<file path="config.mk">
export PLATFORM = sky130hd
export DESIGN_NAME = seq_stage_controller
export DESIGN_NICKNAME = d
export VERILOG_FILES = /design/src/rtl/seq_stage_controller.sv
export SDC_FILE = /design/constraint.sdc
export NUM_CORES = 1
export LEC_CHECK = 0
export ABC_AREA = 1
export BUFFER_PORTS_ARGS = -buffer_cell sky130_fd_sc_hd__buf_4
export CAP_MARGIN = 20
export CORE_MARGIN = 1
export CORE_UTILIZATION = 40
export CTS_CLUSTER_SIZE = 24
export DETAILED_ROUTE_END_ITERATION = 10
export PLACE_DENSITY = 0.65
export SETUP_SLACK_MARGIN = 0.4
export SLEW_MARGIN = 30
export SYNTH_ARGS = -nofsm -noshare
export SYNTH_HDL_FRONTEND = slang
export SYNTH_SLANG_ARGS = --single-unit
</file>
<file path="constraint.sdc">
create_clock -name clk_i -period 1.9 [get_ports clk_i]
set_clock_uncertainty 0.2 [all_clocks]
set_input_delay 0.095 -clock clk_i [delete_from_list [all_inputs] [get_ports clk_i]]
set_output_delay 0.095 -clock clk_i [all_outputs]
set_load 0.02 [all_outputs]
</file>
<file path="src/rtl/seq_stage_controller.sv">
// Multi-cycle sequencer for the Y86-64 SEQ datapath. Walks one instruction at a time
// through fetch/decode/execute/memory/writeback, selects the next PC, handshakes with
// data memory and latches the processor status, stopping on halt or fault.
module seq_stage_controller #(
  parameter logic [63:0] ResetPc    = 64'h0,
  parameter int unsigned MemTimeout = 15
) (
  input  logic        clk_i,
  input  logic        rst_ni,
  input  logic        start_i,
  input  logic [3:0]  icode_i,
  input  logic        cnd_i,
  input  logic        halt_i,
  input  logic        mem_error_i,
  input  logic        func_error_i,
  input  logic [63:0] valc_i,
  input  logic [63:0] valp_i,
  input  logic [63:0] valm_i,
  input  logic        mem_ready_i,
  input  logic        dmem_error_i,
  output logic [63:0] pc_o,
  output logic        fetch_en_o,
  output logic        decode_en_o,
  output logic        execute_en_o,
  output logic        mem_en_o,
  output logic        wb_en_o,
  output logic        cc_en_o,
  output logic [2:0]  stat_o,
  output logic        busy_o,
  output logic        done_o,
  output logic [31:0] instr_count_o
);

  typedef enum logic [2:0] {
    StIdle, StFetch, StDecode, StExecute, StMemory, StWriteback, StPcUpd, StHalted
  } state_e;

  localparam logic [2:0] StatAok = 3'd1;
  localparam logic [2:0] StatHlt = 3'd2;
  localparam logic [2:0] StatAdr = 3'd3;
  localparam logic [2:0] StatIns = 3'd4;

  // Wait-counter value seen during the last permitted MEMORY cycle.
  localparam logic [31:0] WaitLast = (MemTimeout == 0) ? 32'd0 : 32'(MemTimeout - 1);

  state_e      state_q, state_d;
  logic [63:0] pc_q, pc_d;
  logic [63:0] valc_q, valc_d;
  logic [63:0] valp_q, valp_d;
  logic [63:0] valm_q, valm_d;
  logic [3:0]  icode_q, icode_d;
  logic        cnd_q, cnd_d;
  logic [2:0]  stat_q, stat_d;
  logic [31:0] count_q, count_d;
  logic [31:0] wait_q, wait_d;

  logic fetch_en_q, fetch_en_d;
  logic decode_en_q, decode_en_d;
  logic execute_en_q, execute_en_d;
  logic mem_en_q, mem_en_d;
  logic wb_en_q, wb_en_d;
  logic cc_en_q, cc_en_d;
  logic busy_q, busy_d;
  logic done_q, done_d;

  logic        needs_mem;
  logic [63:0] next_pc;

  // Instruction class and next-PC selection from the latched fetch results.
  always_comb begin
    needs_mem = icode_q inside {4'h4, 4'h5, 4'h8, 4'h9, 4'hA, 4'hB};
    case (icode_q)
      4'h8:    next_pc = valc_q;
      4'h7:    next_pc = cnd_q ? valc_q : valp_q;
      4'h9:    next_pc = valm_q;
      default: next_pc = valp_q;
    endcase
  end

  // Next-state, datapath latches and registered Moore outputs.
  always_comb begin
    state_d = state_q;
    pc_d    = pc_q;
    valc_d  = valc_q;
    valp_d  = valp_q;
    valm_d  = valm_q;
    icode_d = icode_q;
    cnd_d   = cnd_q;
    stat_d  = stat_q;
    count_d = count_q;
    wait_d  = wait_q;

    unique case (state_q)
      StIdle: begin
        if (start_i) state_d = StFetch;
      end
      StFetch: begin
        if (mem_error_i) begin
          stat_d  = StatAdr;
          state_d = StHalted;
        end else if (func_error_i) begin
          stat_d  = StatIns;
          state_d = StHalted;
        end else if (halt_i) begin
          stat_d  = StatHlt;
          state_d = StHalted;
        end else begin
          icode_d = icode_i;
          valc_d  = valc_i;
          valp_d  = valp_i;
          state_d = StDecode;
        end
      end
      StDecode: state_d = StExecute;
      StExecute: begin
        cnd_d = cnd_i;
        if (needs_mem) begin
          wait_d  = 32'd0;
          state_d = StMemory;
        end else begin
          state_d = StWriteback;
        end
      end
      StMemory: begin
        // A ready on the final permitted cycle still wins over the timeout.
        if (mem_ready_i) begin
          if (dmem_error_i) begin
            stat_d  = StatAdr;
            state_d = StHalted;
          end else begin
            valm_d  = valm_i;
            state_d = StWriteback;
          end
        end else if (MemTimeout != 0 && wait_q == WaitLast) begin
          stat_d  = StatAdr;
          state_d = StHalted;
        end else begin
          wait_d = wait_q + 32'd1;
        end
      end
      StWriteback: state_d = StPcUpd;
      StPcUpd: begin
        pc_d    = next_pc;
        count_d = count_q + 32'd1;
        state_d = StFetch;
      end
      StHalted: state_d = StHalted;
    endcase

    // Outputs are decoded one cycle early so they leave flops aligned with the state.
    fetch_en_d   = (state_d == StFetch);
    decode_en_d  = (state_d == StDecode);
    execute_en_d = (state_d == StExecute);
    mem_en_d     = (state_d == StMemory);
    cc_en_d      = (state_d == StExecute) && (icode_d == 4'h6);
    wb_en_d      = (state_d == StWriteback) &&
                   ((icode_d inside {4'h3, 4'h5, 4'h6, 4'h8, 4'h9, 4'hA, 4'hB}) ||
                    (icode_d == 4'h2 && cnd_d));
    busy_d       = (state_d != StIdle) && (state_d != StHalted);
    done_d       = (state_d == StHalted);
  end

  // All sequencer state, cleared asynchronously.
  always_ff @(posedge clk_i or negedge rst_ni) begin
    if (!rst_ni) begin
      state_q      <= StIdle;
      pc_q         <= ResetPc;
      valc_q       <= 64'd0;
      valp_q       <= 64'd0;
      valm_q       <= 64'd0;
      icode_q      <= 4'd0;
      cnd_q        <= 1'b0;
      stat_q       <= StatAok;
      count_q      <= 32'd0;
      wait_q       <= 32'd0;
      fetch_en_q   <= 1'b0;
      decode_en_q  <= 1'b0;
      execute_en_q <= 1'b0;
      mem_en_q     <= 1'b0;
      wb_en_q      <= 1'b0;
      cc_en_q      <= 1'b0;
      busy_q       <= 1'b0;
      done_q       <= 1'b0;
    end else begin
      state_q      <= state_d;
      pc_q         <= pc_d;
      valc_q       <= valc_d;
      valp_q       <= valp_d;
      valm_q       <= valm_d;
      icode_q      <= icode_d;
      cnd_q        <= cnd_d;
      stat_q       <= stat_d;
      count_q      <= count_d;
      wait_q       <= wait_d;
      fetch_en_q   <= fetch_en_d;
      decode_en_q  <= decode_en_d;
      execute_en_q <= execute_en_d;
      mem_en_q     <= mem_en_d;
      wb_en_q      <= wb_en_d;
      cc_en_q      <= cc_en_d;
      busy_q       <= busy_d;
      done_q       <= done_d;
    end
  end

  assign pc_o          = pc_q;
  assign stat_o        = stat_q;
  assign instr_count_o = count_q;
  assign fetch_en_o    = fetch_en_q;
  assign decode_en_o   = decode_en_q;
  assign execute_en_o  = execute_en_q;
  assign mem_en_o      = mem_en_q;
  assign wb_en_o       = wb_en_q;
  assign cc_en_o       = cc_en_q;
  assign busy_o        = busy_q;
  assign done_o        = done_q;

endmodule

</file>
==> flow_summary_export.csv <==
group,metric,value,unit
outcome,outcome,"finished with violations",
outcome,violations,"hold timing, setup timing",
synth,syn_area,15440,um2
synth,yosys.area.top_type,"dfrtp_1",
worst_setup_path,path_buf_inv,3,
die,std_cell_rows,71,
layout,nFillCells,2662,
place,dp_hpwl,31.16,mm
place,gp_congestion,0.9093,
clock_network,clock-root-buffer,"clkbuf_16",
synth,synthDistinctLibCells,39,
power_and_ir_drop,power,33.30,mW
synth,yosysWarnings,0,
synth,syn_nets,2055,
grt,grt_pass1_wl,81.52,mm
layout,final_common_cell,"buf_4",
run,maxCapViolations,0,
worst_setup_path,crit_fanout,8,
worst_setup_path,end_kind,"flop",
sta,clock.fmax,485.5,MHz
clock_network,cts_sinks,339,
worst_setup_path,slowest_delay,0.44,ns
layout,most-common-layout-cells,"buf_4, nand2_1, dfrtp_1",
die,initial_core_util,40.81,%
worst_setup_path,crit_type,"reg -> reg",
clock_network,clockBufferDepth,3,
worst_setup_path,reg2reg_from,"icode_q[0]$_DFF_PN0_",
power_and_ir_drop,ir_worst_vdd,831.8,uV
grt,overflow,0,
die,fp.dieW,198.5,um
clock_network,cts_tree,"built",
synth,synthFlopType,"dfrtp_1",
worst_setup_path,rr_worst_depth,8,
min_path,hold_class,"in -> async",
synth,yosysSeqAreaShare,54.93,%
die,io_pins,312,
clock_network,insertion_delay,0.56,ns
worst_setup_path,crit_path_top_delay_cell,"dfrtp_1",
clock_network,cts_hold_buf,202,
layout,instances_no_fill,3074,
synth,synth.top_cell.area_share,54.76,%
sta,finalHoldViolations,33,
drt,first_iter_violations,1459,
worst_setup_path,required,2.15,ns
sta,drv_slew,0,
sta,rsz0062_at_grt,"yes",
layout,area_delta_synth_final,71.10,%
clock_network,htree_levels,2,
drt,drc_errors,0,
synth,yosys_register_bits,339,
sta,setup_viol,96,
layout,final_nets,2744,
drt,drt-vias-per-instance,5.413,
drt,wl_per_cell,21.76,um
sta,min_period,2.060,ns
sta,holdWs,-0.1875,ns
drt,num_vias,16640,
drt,ant_nets,0,
sta,fin_crit_sh,108.4,%
drt,dr.pass1.iters,5,
worst_setup_path,critPathTopFamily,"compound AO/OA/AOI/OAI gates",
worst_setup_path,critPathLaunch,"icode_q[0]$_DFF_PN0_",
die,dieHeight,198.5,um
place,port-buffer-count,311,
layout,drive_gt1_share,39.65,%
clock_network,clk_pin_slew,0.07,ns
worst_setup_path,crit_path_cell_trace,"nand4_1 > o21ai_4 > buf_6 > buf_12 > buf_16 > nand2_2 > o21ai_2 > o22a_1",
grt,grt_antenna_before_repair,0,
grt,grt_max_degree,76,
synth,synth.area.top_cells,"dfrtp_1, nand2_1, o21ai_0",
layout,fin_util,69.83,%
drt,routed_wl,66.90,mm
synth,async_reset_ff_share,100.0,%
worst_setup_path,worstPathArrival,2.31,ns
worst_setup_path,r2r_end,"pc_o[45]$_DFFE_PN0N_",
sta,worst_pin_slew,1.098,ns
sta,tns,-3.725,ns
worst_setup_path,rrSetupSlack,-0.16,ns
sta,timing.final.ws_setup,-0.1596,ns
synth,synth.avg_cell_area,8.362,um2
place,place_inst,2663,
die,core-area,37840,um2
sta,slew_headroom,26.72,%
power_and_ir_drop,power_density,1260,nW/um2
grt,grt_pass1_vias,15210,
clock_network,numCtsBuffers,37,
grt,grtUsageTotal,26.47,%
power_and_ir_drop,leakagePower,12.83,nW
synth,syn_inst,1847,
worst_setup_path,startpoint_type,"flop",
synth,synth-edff-count,0,
die,die_area,39400,um2
==> cells in the mapped netlist, types with 3 or more instances <==
cell type / n
dfrtp_1: 338
buf_1: 11
inv_2: 4
a21oi_1: 67
buf_4: 5
xor2_1: 45
nand3_1: 31
xnor2_1: 7
ha_1: 3
nor3_1: 39
clkbuf_1: 38
o21ai_0: 205
nand4_1: 15
o21ai_1: 18
nand2_2: 3
o22a_1: 64
inv_1: 205
buf_2: 34
nor2_1: 169
nand2_1: 520
==> per-layer routing <==
metal	share of wire [%]	up-vias	global-route usage (%)	routed length, um
met5	0	-	0	0
met4	5.0	0	10.66	3339
met3	8.7	273	3.883	5823
met2	47	958	43.35	31780
met1	39	8095	35.29	25960
li1	-	7314	-	-
==> worst max path at each step <==
| stage | slack (ns) | endpoint | depth (start not counted) |
|---|---|---|---|
| floorplan | 0.07 | wait_q[13]$_DFFE_PN0P_ | 14 |
| global placement | 0.01 | wait_q[0]$_DFFE_PN0P_ | 12 |
| detailed placement | -0.04 | instr_count_o[18]$_DFFE_PN0N_ | 8 |
| CTS | 0.001 | pc_o[32]$_DFFE_PN0N_ | 6 |
| global route | -0.25 | pc_o[45]$_DFFE_PN0N_ | 9 |
| finish | -0.16 | pc_o[45]$_DFFE_PN0N_ | 8 |
==> power by group <==
group	switching (mW)	internal [mW]
clock network	3.06	4.04
registers	1.70	10.1
logic	7.91	6.53
total	12.7	20.6
==> logic make-up after synthesis <==
logic type               after synthesis  synth area share, %
adder cells (fa/ha/maj)                3               0.2431
buffers and inverters                298                7.656
flip-flops                           339                54.93
AO/OA/AOI/OAI                        362                13.46
AND/OR/NAND/NOR                      793                20.76
XOR/XNOR                              52                2.949
==> repair_timing <==
item / in CTS / in global routing
buffers inserted: 31 / 53
pin swaps: 43 / 122
gates cloned: 14 / 45
setup endpoints to repair: 332 / 341
endpoints found under the hold margin: 553 / 33
gates resized for setup: 87 / 599
==> stage by stage <==
stage               setup WS [ns]  cell area [um2]
floorplan                 0.06983            15720
global placement         0.009838            19050
detailed placement       -0.03507            19050
CTS                      0.001390            23130
global route              -0.2499            26420
finish                    -0.1596            26430
==> registers in the layout, indices dropped and copies added, names as in the netlist, 3 cells and up <==
signal	count
pc_o	64
valc_q	64
valm_q	64
valp_q	64
instr_count_o	32
wait_q	32
icode_q	4
stat_o	3
state_q	3
==> final cells by class <==
| type | count | area, um2 | area share, % |
|---|---|---|---|
| Multi-Input combinational cell | 1213 | 7717 | 29.20 |
| Clock buffer | 57 | 1111 | 4.204 |
| Clock inverter | 6 | 52.55 | 0.1989 |
| Antenna cell | 3 | 7.507 | 0.02841 |
| Sequential cell | 339 | 8516 | 32.22 |
| Inverter | 210 | 828.3 | 3.134 |
| Tap cell | 511 | 639.4 | 2.419 |
| Timing Repair Buffer | 735 | 7555 | 28.59 |
Power figures use the tool's default switching activity.
